## src/rtl/pipe_ctrl_pkg.sv

```systemverilog
// Shared definitions for the pipeline control slice: scheduler states and
// register-file addressing.
package pipe_ctrl_pkg;

    localparam int unsigned REG_ADDR_W = 5;
    localparam logic [REG_ADDR_W-1:0] ZERO_REG = '0;

    typedef enum logic [1:0] {
        RUN      = 2'd0,
        MEM_WAIT = 2'd1,
        ERR      = 2'd2
    } state_e;

endpackage

```

## src/rtl/pipe_loaduse_detect.sv

```systemverilog
// Load-use comparator: a load in ID/EX whose destination is read by the
// instruction in IF/ID. Writes to the zero register never create a hazard.
module pipe_loaduse_detect
    import pipe_ctrl_pkg::*;
(
    input  logic                  mem_read_i,
    input  logic [REG_ADDR_W-1:0] idex_rt_i,
    input  logic [REG_ADDR_W-1:0] ifid_rs_i,
    input  logic [REG_ADDR_W-1:0] ifid_rt_i,
    output logic                  lu_o
);

    // Hazard when the load target matches either source field of IF/ID.
    always_comb begin
        lu_o = mem_read_i && (idex_rt_i != ZERO_REG) &&
               ((idex_rt_i == ifid_rs_i) || (idex_rt_i == ifid_rt_i));
    end

endmodule

```

## src/rtl/pipe_hazard_ctrl.sv

```systemverilog
// Stall/flush scheduler for the 5-stage pipeline: load-use bubbles, branch
// flushes, whole-pipeline freeze on data-cache misses, cache watchdog and a
// saturating stall-cycle counter.
module pipe_hazard_ctrl
    import pipe_ctrl_pkg::*;
#(
    parameter int unsigned MEM_TIMEOUT = 64,
    parameter int unsigned CNT_W       = 16,
    parameter int unsigned TMO_W       = 8
) (
    input  logic                  clk_i,
    input  logic                  rst_i,
    input  logic                  IDEX_MemRead_i,
    input  logic [REG_ADDR_W-1:0] IDEX_RTaddr_i,
    input  logic [REG_ADDR_W-1:0] IFID_RSaddr_i,
    input  logic [REG_ADDR_W-1:0] IFID_RTaddr_i,
    input  logic                  branch_taken_i,
    input  logic                  mem_req_i,
    input  logic                  mem_ack_i,
    output logic                  mem_req_o,
    output logic                  pc_we_o,
    output logic                  ifid_we_o,
    output logic                  idex_we_o,
    output logic                  exmem_we_o,
    output logic                  memwb_we_o,
    output logic                  ifid_flush_o,
    output logic                  idex_bubble_o,
    output logic                  mem_stall_o,
    output logic [CNT_W-1:0]      stall_cnt_o,
    output logic                  err_o
);

    localparam logic [TMO_W-1:0] TMO_LAST = TMO_W'(MEM_TIMEOUT - 1);

    state_e           state_q;
    state_e           state_d;
    logic [TMO_W-1:0] tmo_q;
    logic [CNT_W-1:0] cnt_q;
    logic             lu;
    logic             memstall;
    logic             cnt_en;

    pipe_loaduse_detect u_lu (
        .mem_read_i (IDEX_MemRead_i),
        .idex_rt_i  (IDEX_RTaddr_i),
        .ifid_rs_i  (IFID_RSaddr_i),
        .ifid_rt_i  (IFID_RTaddr_i),
        .lu_o       (lu)
    );

    // Cache freeze: a miss in RUN, or any MEM_WAIT cycle without the ack.
    always_comb begin
        memstall = ((state_q == RUN) && mem_req_i && !mem_ack_i) ||
                   ((state_q == MEM_WAIT) && !mem_ack_i);
        cnt_en   = memstall || (lu && (state_q != ERR));
    end

    // State register.
    always_ff @(posedge clk_i or negedge rst_i) begin
        if (!rst_i) begin
            state_q <= RUN;
        end else begin
            state_q <= state_d;
        end
    end

    // Next-state logic; ERR is left only through reset.
    always_comb begin
        state_d = state_q;
        case (state_q)
            RUN: begin
                if (mem_req_i && !mem_ack_i) begin
                    state_d = MEM_WAIT;
                end
            end
            MEM_WAIT: begin
                if (mem_ack_i) begin
                    state_d = RUN;
                end else if (tmo_q == TMO_LAST) begin
                    state_d = ERR;
                end
            end
            ERR:     state_d = ERR;
            default: state_d = RUN;
        endcase
    end

    // Watchdog: counts consecutive MEM_WAIT cycles, zero everywhere else.
    always_ff @(posedge clk_i or negedge rst_i) begin
        if (!rst_i) begin
            tmo_q <= '0;
        end else if ((state_q == MEM_WAIT) && (state_d == MEM_WAIT)) begin
            tmo_q <= tmo_q + 1'b1;
        end else begin
            tmo_q <= '0;
        end
    end

    // Saturating stall-cycle counter.
    always_ff @(posedge clk_i or negedge rst_i) begin
        if (!rst_i) begin
            cnt_q <= '0;
        end else if (cnt_en && (cnt_q != '1)) begin
            cnt_q <= cnt_q + 1'b1;
        end
    end

    // Stage controls by priority ERR > memstall > lu > branch > normal;
    // reset forces every control low without waiting for a clock.
    always_comb begin
        pc_we_o       = 1'b0;
        ifid_we_o     = 1'b0;
        idex_we_o     = 1'b0;
        exmem_we_o    = 1'b0;
        memwb_we_o    = 1'b0;
        ifid_flush_o  = 1'b0;
        idex_bubble_o = 1'b0;
        mem_stall_o   = 1'b0;
        mem_req_o     = 1'b0;
        if (rst_i && (state_q != ERR)) begin
            mem_req_o = mem_req_i;
            if (memstall) begin
                mem_stall_o = 1'b1;
            end else begin
                idex_we_o  = 1'b1;
                exmem_we_o = 1'b1;
                memwb_we_o = 1'b1;
                if (lu) begin
                    idex_bubble_o = 1'b1;
                end else begin
                    pc_we_o      = 1'b1;
                    ifid_we_o    = 1'b1;
                    ifid_flush_o = branch_taken_i;
                end
            end
        end
    end

    assign err_o       = (state_q == ERR);
    assign stall_cnt_o = cnt_q;

endmodule

```

## config.mk

```make
export PLATFORM = sky130hd
export DESIGN_NAME = pipe_hazard_ctrl
export DESIGN_NICKNAME = d
export VERILOG_FILES = /design/src/rtl/pipe_ctrl_pkg.sv /design/src/rtl/pipe_loaduse_detect.sv /design/src/rtl/pipe_hazard_ctrl.sv
export SDC_FILE = /design/constraint.sdc
export NUM_CORES = 1
export LEC_CHECK = 0
export BUFFER_PORTS_ARGS = -buffer_cell sky130_fd_sc_hd__buf_4
export CORE_MARGIN = 4
export CORE_UTILIZATION = 45
export DETAILED_ROUTE_END_ITERATION = 10
export GPL_TIMING_DRIVEN = 1
export PLACE_DENSITY = 0.72
export SLEW_MARGIN = 20
export SYNTH_ARGS = -nofsm -noshare
export SYNTH_HDL_FRONTEND = slang
export SYNTH_SLANG_ARGS = --single-unit
```

## constraint.sdc

```tcl
create_clock -name clk_i -period 3.7 [get_ports clk_i]
set_clock_uncertainty 0.15 [all_clocks]
set_input_delay 0.37 -clock clk_i [delete_from_list [all_inputs] [get_ports clk_i]]
set_output_delay 0.37 -clock clk_i [all_outputs]
set_load 0.01 [all_outputs]
```

==> flow_summary.json <==
{
  "clockBufferDepth": 2,
  "post-cts-setup-buffer-count": 0,
  "wl_per_cell_um": 13.5,
  "die_x_um": 66.0,
  "syn_inst": 143,
  "grt_overflow": 0,
  "p_sw_frac": 0.305,
  "yosys_warnings": 0,
  "layout-drive-gt1-share": 0.360,
  "vias": 1182,
  "antenna_found_initial": 0,
  "grt_first_pass_wirelength_um": 5150,
  "root_buffer": "clkbuf_4",
  "io_pins": 47,
  "routabilityCongestion": 0.784,
  "fin_ws_ps": 1010,
  "hpwl_um": 2460,
  "r2r_slack_ps": 1540,
  "drtAntennaViolNets": 0,
  "r2r_start": "state_q[0]",
  "hold_end": "tmo_q[7]",
  "powerDensity_nw_per_um2": 369,
  "clk-insertion-delay-late_ps": 320,
  "synth-edff-count": 0,
  "synthesis.nets": 166,
  "die_h_um": 66.0,
  "setup_tns_ps": 0,
  "setup_viol": 0,
  "coreArea_sq_um": 3130,
  "syn_to_final_growth_pct": 26.7,
  "synth.area.top_cells": "dfrtp_1 43%, xor2_1 8.7%, xnor2_1 8.1%",
  "period_needed_ps": 2690,
  "fin_area_sq_um": 1920,
  "slew_headroom": 0.448,
  "layoutNonFillerInstCount": 233,
  "p_leak_nw": 0.947,
  "timing.hold.ws_ps": 183,
  "htreeDepth": 1,
  "drc": 0,
  "seq_area_sq_um": 651,
  "cp.required_ps": 3180,
  "synth_top_area_share": 0.430,
  "postCtsResizedCells": 0,
  "max_freq_ghz": 0.372,
  "syn-cell-area_sq_um": 1510,
  "status": "complete, no violations",
  "place_ws_ps": 1220,
  "ys_types": 33,
  "initial_utilization": 0.483,
  "num_rows": 20,
  "seqPwrFrac": 0.508,
  "vias_per_cell": 5.07,
  "port_buffers": 46,
  "ir_drop_v": 0.000302,
  "async_flop_share": 1.00,
  "maxSlewViolCount": 0,
  "finalWirelength_um": 3150,
  "reg2reg_to": "stall_cnt_o[1]",
  "crit_path_end_kind": "primary output",
  "finalHoldViolCount": 0,
  "min_path_type": "input pin to register",
  "cp.arrival_ps": 2170,
  "finalPower_mw": 0.707,
  "cts_tree": "done",
  "dp_cells": 228,
  "synth_ff_type": "dfrtp_1",
  "critPathKind": "input pin to primary output",
  "place_area_sq_um": 1870,
  "period_share": 0.727,
  "hold_depth": 4,
  "firstDrtPassIters": 3,
  "clk_pin_slew_worst_paths_ps": 130,
  "hold_start": "mem_ack_i",
  "grt_max_degree": 29,
  "cp-start-kind": "input pin",
  "cts_sinks": 26,
  "ys_seq_area_frac": 0.430,
  "cts_buffers": 3,
  "rsz0062_at_grt": "false",
  "synth_area_per_cell_sq_um": 10.6,
  "drtIter0Drc": 22,
  "final_common_cell": "buf_4",
  "utilization": 0.612,
  "mostFrequentLayoutCells": "46 x buf_4, 26 x dfrtp_1, 15 x nor2_1, 15 x xor2_1, 14 x xnor2_1",
  "reg2reg_depth": 5,
  "synth-seq-cells": 26,
  "final_nets": 213,
  "clock_power_share": 0.199,
  "nFillCells": 281,
  "max_cap_violations": 0,
  "multi_input_area_sq_um": 803,
  "dieArea_sq_um": 4350,
  "combinationalPowerShare": 0.293,
  "worstPathMaxFanout": 28,
  "n_antenna_cell": 0,
  "grt_pass1_vias": 1189,
  "yosysTopAreaCell": "dfrtp_1",
  "power.internal_mw": 0.492,
  "track_usage": 0.149,
  "worstMarginPinSlew_ps": 828,
  "p_sw_mw": 0.215
}
==> area by class of cell <==
cell class,count,share of cell area
multi-input combinational,108,0.419
sequential,26,0.340
timing repair buffer,47,0.185
tap,44,0.0287
clock buffer,4,0.0189
inverter,4,0.00784
==> per-layer routing <==
| layer | part of all wire | wire length, um | up-vias | global-route usage |
|---|---|---|---|---|
| met5 | 0 | 0 | - | 0 |
| met4 | 0.0051 | 16 | 0 | 0.0457 |
| met3 | 0.073 | 231 | 2 | 0.0289 |
| met2 | 0.47 | 1490 | 36 | 0.267 |
| met1 | 0.45 | 1410 | 566 | 0.179 |
| li1 | - | - | 578 | - |
==> power by group through the flow <==
stage	logic [mW]	registers (mW)	clock network [mW]
finish	0.207	0.360	0.141
global route	0.227	0.365	0.160
CTS	0.211	0.360	0.149
detailed placement	0.209	0.365	0
global placement	0.205	0.362	0
floorplan	0.102	0.371	0
==> worst max-delay path: stages <==
cell,delay (ps)
dlygate4sd3_1,520
buf_4,320
nand2_1,120
nor2b_1,300
nor2b_1,250
and2_1,150
buf_4,110
==> kinds of logic after synthesis <==
| family | Yosys count | share of synthesized area |
|---|---|---|
| AND/OR/NAND/NOR | 67 | 0.278 |
| XOR/XNOR | 30 | 0.179 |
| flip-flops | 26 | 0.430 |
| buffers and inverters | 9 | 0.0381 |
| AO/OA/AOI/OAI | 7 | 0.0414 |
| multiplexers | 2 | 0.0166 |
| adder cells (fa/ha/maj) | 2 | 0.0166 |
==> cell usage after synthesis, types with 3 or more instances <==
| cell | instances |
|---|---|
| dfrtp_1 | 26 |
| nor2_1 | 15 |
| xor2_1 | 15 |
| xnor2_1 | 14 |
| and3_1 | 12 |
| nand3_1 | 9 |
| nand3_2 | 8 |
| inv_1 | 4 |
| nand2_1 | 4 |
| nand4_1 | 4 |
| and2_1 | 3 |
| buf_4 | 3 |
==> worst max-delay path by stage <==
stage                           startpoint             end  slack, ps  depth (start not counted)
after floorplan                 state_q[0]    ifid_flush_o       1450                          4
after global placement    IDEX_RTaddr_i[3]  stall_cnt_o[1]       1270                          7
after detailed placement  IDEX_RTaddr_i[3]  stall_cnt_o[1]       1220                          7
after CTS                            rst_i    ifid_flush_o        960                          7
after global routing                 rst_i    ifid_flush_o        800                          7
final                                rst_i    ifid_flush_o       1010                          7
==> timing repair <==
| item | 4_1_cts | 5_1_grt |
|---|---|---|
| endpoints found under the hold margin | 26 | 0 |
| hold buffers | 1 | 0 |
| endpoints found under the setup margin | 0 | 0 |
==> registers in the layout, indices dropped and copies added (netlist names) <==
| register | flops |
|---|---|
| stall_cnt_o | 16 |
| state_q | 2 |
| tmo_q | 8 |
(Power assumes the default switching activity.)
